==> config.mk <==
export PLATFORM = sky130hd
export DESIGN_NAME = event_flasher
export DESIGN_NICKNAME = d
export VERILOG_FILES = /design/src/rtl/event_flasher.sv
export SDC_FILE = /design/constraint.sdc
export NUM_CORES = 1
export LEC_CHECK = 0
export CORE_UTILIZATION = 40
export CTS_CLUSTER_SIZE = 24
export DETAILED_ROUTE_END_ITERATION = 10
export PLACE_DENSITY = 0.63
export SLEW_MARGIN = 0
export SYNTH_ARGS = -nofsm -noshare
export SYNTH_HDL_FRONTEND = slang
export SYNTH_SLANG_ARGS = --single-unit
==> constraint.sdc <==
create_clock -name Clk -period 5.17 [get_ports Clk]
set_input_delay 0.517 -clock Clk [delete_from_list [all_inputs] [get_ports Clk]]
set_output_delay 0.517 -clock Clk [all_outputs]
set_load 0.01 [all_outputs]
==> src/rtl/event_flasher.sv <==
// event_flasher: stretches single-cycle event pulses into fixed-length flashes, queuing events that arrive mid-flash
module event_flasher #(
  parameter int ON_CYCLES = 25_000_000,
  parameter int GAP_CYCLES = 12_500_000,
  parameter int QW = 3
) (
  input  logic          Clk,
  input  logic          Rst,
  input  logic          pi,
  output logic          lo,
  output logic          busy,
  output logic [QW-1:0] pend,
  output logic          ovf
);
  localparam int MX = ON_CYCLES > GAP_CYCLES ? ON_CYCLES : GAP_CYCLES;
  localparam int CW = MX > 1 ? $clog2(MX) : 1;
  localparam logic [CW-1:0] ON_LD = CW'(ON_CYCLES - 1);
  localparam logic [CW-1:0] GAP_LD = CW'(GAP_CYCLES - 1);
  localparam logic [QW-1:0] PMAX = '1;
  typedef enum logic [1:0] {IDLE, ON, GAP} state_t;
  state_t state, state_n;
  logic [CW-1:0] cnt, cnt_n;
  logic [QW-1:0] pend_n;
  logic act, done, has, inc, deq, drop;
  // next state, counter reload and queue bookkeeping; an IDLE event is flashed directly, others are queued
  always_comb begin
    act = state == ON || state == GAP;
    done = cnt == '0;
    has = pend != '0;
    inc = pi && (act || has);
    deq = has && (!act || (state == GAP && done));
    drop = inc && !deq && pend == PMAX;
    state_n = !act ? ((pi || has) ? ON : IDLE) : !done ? state : state == ON ? GAP : has ? ON : IDLE;
    cnt_n = (state_n == ON && state != ON) ? ON_LD : (state_n == GAP && state == ON) ? GAP_LD : done ? '0 : cnt - CW'(1);
    pend_n = drop ? pend : pend + QW'(inc) - QW'(deq);
  end
  // state register; lo and busy are registered from the next state so they rise together
  always_ff @(posedge Clk) begin
    if (Rst) begin
      state <= IDLE;
      cnt <= '0;
      pend <= '0;
      ovf <= 1'b0;
      lo <= 1'b0;
      busy <= 1'b0;
    end else begin
      state <= state_n;
      cnt <= cnt_n;
      pend <= pend_n;
      ovf <= ovf | drop;
      lo <= state_n == ON;
      busy <= state_n != IDLE;
    end
  end
endmodule

==> flow_summary.toml, run 1 <==
[synth]
async_flop_share = 0
synth_edf_count = 0
yosys.area.top_type = "dfxtp_1"
synth_flop_cell = "dfxtp_1"
ys_ff_latch = 33
synth_area_sq_um = 1760
yosys-top-cells-area = "dfxtp_1, xnor2_1, o21ai_2, nor2_1, ha_1"
yosys.cell_types.count = 42
yosys.area.top_type_share = 0.3753
netlist_instances = 201
ys_seq_area_frac = 0.3753
yosys_warnings = 0
syn_area_per_cell_sq_um = 8.758
mappedNetlistNets = 211

[global_routing]
antenna_found_initial = 0
grt_pass1_wl_um = 5395
first_global_vias = 1160
overflow = 0
grtUsageTotal = 0.1601
grt_max_degree = 16

[drt]
first_pass_iters = 4
wirelength_um = 3274
vias = 1385
initialDrtViolationCount = 66
post_drt_via_cell_ratio = 5.327
wl_per_cell_um = 12.59
ant_nets = 0
route.detailed.drc = 0

[power_and_ir_drop]
clockPowerShare = 0.189
p_seq_frac = 0.404
combPwrFrac = 0.407
peakVddDrop_mv = 0.1762
leakage_nw = 0.7166
p_int_mw = 0.6344
power_density_nw_per_um2 = 526.8
swShare = 0.3826
power.total_mw = 1.028
p_sw_mw = 0.3932

[critical_path]
end_kind = "flip-flop"
cp_max_fo = 11
rr_endpoint = "pend[2]"
r2r_slack_ns = 1.39
ff2ff_path_depth = 11
required_ns = 5.31
arrival_ns = 3.91
path_class = "reg -> reg"
rr_startpoint = "cnt[10]"
cp-start-kind = "flip-flop"

[final_layout]
num_antenna_cells = 0
final_core_util = 0.4740
final_area_sq_um = 1951
drive_gt1_frac = 0.1143
syn2layout_area_growth_pct = 10.80
fin_nets = 220

[floorplan]
die-area_sq_um = 4670
dieHeight_um = 68.34
io_pins = 9
rows = 23
start_util = 0.4278
die_x_um = 68.34
core_sq_um = 4115

[sta]
fin_crit_sh = 0.7304
finalSetupViolations = 0
tns_ns = 0
finalHoldViolations = 0
fin_crit_ns = 3.776
finalClockSkew_ns = 0.003062
worst_pin_slew_ns = 0.7514
whs_ns = 0.4616
timing.fmax_mhz = 264.8
relSlewSlack = 0.4952
rsz0062_at_grt = "false"
report.final.slew_viol_count = 0

[clock_network]
cts_root_buf = "clkbuf_8"
cts_tree = "yes"
cts_setup_buffers = 0
cts.sinks = 33
htree_levels = 2
clockBufferDepth = 2
numCtsBuffers = 5
clock_latency_ns = 0.28
post_cts_resized = 0
path_clk_slew_ns = 0.06
hold_buffers = 0

[placed_design]
port_buffers = 8
place_area_sq_um = 1864
place.gp.congestion = 0.7798
dpl.hpwl_um = 2355

[worst_hold_path]
holdPathEnd = "ovf"
worstHoldPathCells = 2
min_from = "ovf"
hold_path_class = "reg -> reg"

[flow_run]
drv_cap = 0

[outcome]
outcome = "finished clean"
layout by cell type (no fill, tap or decap), types with 7 or more instances in the layout:
cell	synthesis	final
xnor2_1	13	13
nor3_1	12	12
clkdlybuf4s50_1	0	8
inv_1	13	13
a21oi_1	14	14
nand2_1	11	11
nor2_1	21	21
o21ai_0	7	7
dfxtp_1	33	33
o21ai_2	10	10
worst max path at each step:
stage,from,end,depth (start not counted)
after global placement,cnt[10],pend[2],11
after global routing,cnt[10],pend[2],11
final,cnt[10],pend[2],11
after floorplan,cnt[18],pend[2],12
after detailed placement,cnt[10],pend[2],11
after CTS,cnt[10],pend[2],11
final cells by class:
type / count / area (sq um)
Sequential cell: 33 / 660.6
Multi-Input combinational cell: 148 / 1005
Tap cell: 50 / 62.56
Inverter: 13 / 48.80
Timing Repair Buffer: 9 / 87.58
Clock buffer: 7 / 86.33
Fill cell: 413 / 2165
power groups by stage:
stage	registers (mW)	logic [mW]	clock network [mW]
6_report	0.415	0.418	0.195
5_1_grt	0.428	0.465	0.213
4_1_cts	0.415	0.420	0.201
3_5_place_dp	0.419	0.417	0
3_3_place_gp	0.421	0.410	0
2_1_floorplan	0.410	0.328	0
sequential cells by signal (all words and copies together) (netlist names):
name and count:
state 2, busy 1, pend 3, cnt 25, ovf 1, lo 1
critical path, cell delays in order (launching register included):
cell and delay [ns]:
dfxtp_1 0.34, or4_1 0.61, nand4bb_1 0.52, or3_1 0.66
a211oi_2 0.33, ha_1 0.17, inv_1 0.04, ha_1 0.18
fa_1 0.38, xnor2_1 0.18, xnor2_1 0.14, a21oi_1 0.09
routing by layer:
layer | part of all wire | vias up | routed length [um] | track usage
li1 | - | 729 | - | -
met1 | 0.50 | 624 | 1651 | 0.2153
met2 | 0.43 | 27 | 1396 | 0.2316
met3 | 0.053 | 5 | 172 | 0.06000
met4 | 0.016 | 0 | 54 | 0.05469
met5 | 0 | - | 0 | 0
through the flow:
step	instances	setup slack, ns
2_1_floorplan	201	1.879
3_3_place_gp	253	1.526
3_5_place_dp	253	1.386
4_1_cts	260	1.364
5_1_grt	260	1.141
6_report	260	1.394
kinds of logic (layout without fill, tap and decap cells):
family,after synthesis,after routing,synth area share
compound gates,43,43,0.1741
fa+ha+maj,7,7,0.05401
simple gates,79,79,0.2452
mux,1,1,0.007816
xor+xnor,18,18,0.08955
buf+inv,20,29,0.05401
flops,33,33,0.3753
cells in the mapped netlist (2+ instances only):
| master | count |
|---|---|
| o21ai_2 | 10 |
| xor2_1 | 5 |
| or4_1 | 5 |
| nor4_1 | 5 |
| nor2_1 | 21 |
| buf_6 | 2 |
| xnor2_1 | 13 |
| nand4_1 | 2 |
| nor3_1 | 12 |
| o21a_1 | 2 |
| ha_1 | 6 |
| o21ai_0 | 7 |
| nor2b_1 | 3 |
| nand3_1 | 5 |
| a21oi_1 | 14 |
| inv_1 | 13 |
| dfxtp_1 | 33 |
| or3_1 | 6 |
| nand2_1 | 11 |
| or4_4 | 2 |
| clkbuf_1 | 3 |
(Power assumes the default switching activity.)
==> run 2, diff against run 1 <==
Settings changed: PLACE_DENSITY 0.63 to 0.65.
Clock period 5.17 ns to 3.07 ns, I/O delays scaled along.
==> run 2 against run 1 <==
The run now ends with setup timing left. Power rose by 89%. Sequential power rose by 67%. Sequential share of layout area fell by 2.5 points. Register-to-register slack got worse by 1.5 ns. Hold slack got worse by 0.0084 ns. Clock-buffer cell count did not move.
==> flow_summary.toml, run 2 (synthesis results as in run 1) <==
[sta]
timing.fmax_mhz = 318.0
relSlewSlack = 0.4655
rsz0062_at_grt = "true"
fin_crit_sh = 1.024
report.final.slew_viol_count = 0
worst_pin_slew_ns = 0.7956
finalClockSkew_ns = 0.006356
finalSetupViolations = 1
fin_crit_ns = 3.145
finalHoldViolations = 0
setup_slack_ns = -0.07490

[critical_path]
end_kind = "flip-flop"
cp_max_fo = 4
r2r_slack_ns = -0.07
rr_endpoint = "pend[2]"
crit_path_start = "cnt[18]"
cp-endpoint = "pend[2]"
ff2ff_path_depth = 11
path_class = "reg -> reg"
required_ns = 3.22
cp-start-kind = "flip-flop"
arrival_ns = 3.29
rr_startpoint = "cnt[18]"

[floorplan]
core_sq_um = 4115
start_util = 0.4278
die_x_um = 68.34
die-area_sq_um = 4670
dieHeight_um = 68.34
rows = 23
io_pins = 9

[global_routing]
grt_max_degree = 16
overflow = 0
first_global_vias = 1302
antenna_found_initial = 0
grt_pass1_wl_um = 6106
grtUsageTotal = 0.1809

[clock_network]
cts_tree = "yes"
clock_latency_ns = 0.29
cts_setup_buffers = 0
cts_root_buf = "clkbuf_8"
cts.sinks = 33
numCtsBuffers = 5
htree_levels = 2
path_clk_slew_ns = 0.07
hold_buffers = 0
clockBufferDepth = 2

[final_layout]
largest_reg_flops = 25
num_antenna_cells = 0
final_common_cell = "dfxtp_1"
top_register = "cnt"
drive_gt1_frac = 0.2009
top_regs = "cnt x25, pend x3, state x2"
fin_nets = 233
syn2layout_area_growth_pct = 19.83
final_core_util = 0.5126
layout_common_cells = "dfxtp_1, nor2_1, a21oi_1, buf_4"
nFillCells = 399

[drt]
ant_nets = 0
post_drt_via_cell_ratio = 5.285
wirelength_um = 3502
route.detailed.drc = 0
vias = 1448
wl_per_cell_um = 12.78
initialDrtViolationCount = 71
first_pass_iters = 4

[power_and_ir_drop]
power_density_nw_per_um2 = 921.6
power.total_mw = 1.944
leakage_nw = 0.8000
peakVddDrop_mv = 0.5276

[placed_design]
port_buffers = 8
dpl.hpwl_um = 2502
place.gp.congestion = 0.7563

[outcome]
violations = "setup timing"
outcome = "complete, but fails checks"

[worst_hold_path]
hold_path_class = "reg -> reg"

[flow_run]
drv_cap = 0
[run 2: per-stage QoR]
stage | cell area [sq um] | hold WS (ns) | setup WS [ns] | TNS [ns] | std cells
3_3_place_gp | 1967 | 0.4417 | -0.06930 | -0.06930 | 266
2_1_floorplan | 1765 | 0.4383 | -0.1468 | -0.1468 | 201
3_5_place_dp | 1967 | 0.4455 | -0.1263 | -0.1263 | 266
5_1_grt | 2110 | 0.5016 | -0.1597 | -0.2372 | 274
4_1_cts | 2098 | 0.4560 | -0.06253 | -0.06253 | 274
6_report | 2110 | 0.4532 | -0.07490 | -0.07490 | 274
[run 2: where the power goes]
| group | internal (mW) | leakage (nW) | switching, mW | total, mW |
|---|---|---|---|---|
| Sequential | 0.567 | 0.274 | 0.125 | 0.692 |
| Clock | 0.265 | 0.0585 | 0.161 | 0.425 |
| Combinational | 0.409 | 0.468 | 0.418 | 0.827 |
[run 2: worst min path at each step]
stage                      start      to  slack, ns  cells past startpoint
final                        ovf     ovf       0.45                      2
after global routing         ovf     ovf       0.50                      2
after CTS                    ovf     ovf       0.46                      2
after detailed placement     ovf     ovf       0.45                      2
after global placement       ovf     ovf       0.44                      2
after floorplan           cnt[7]  cnt[7]       0.44                      2
[run 2: timing repair]
action / CTS / global route
endpoints found under the setup margin: 1 / 2
resized for setup: 3 / 4
pin swaps: 1 / 0
[run 2: area by class of cell]
cell class	count	area, sq um	share of cell area
repair buffers	22	185.2	0.08778
flip-flops and latches	33	661.9	0.3138
clock inverters	1	30.03	0.01423
multi-input cells	148	1035	0.4905
well taps	50	62.56	0.02966
clock buffers	7	86.33	0.04093
inverters	13	48.80	0.02313
[run 2: worst max-delay path, stage by stage, from the launching register on]
cell      delay (ns)
dfxtp_2         0.32
or4_4           0.55
or4_4           0.45
or3_4           0.36
a211oi_4        0.22
ha_1            0.15
inv_1           0.04
ha_2            0.16
fa_2            0.35
xnor2_2         0.15
xnor2_1         0.17
a21oi_1         0.08
[run 2: metal layers]
layer | wire length, um | global-route usage
met5 | 0 | 0
met3 | 105 | 0.05000
met4 | 73 | 0.09115
met2 | 1581 | 0.2525
met1 | 1742 | 0.2505
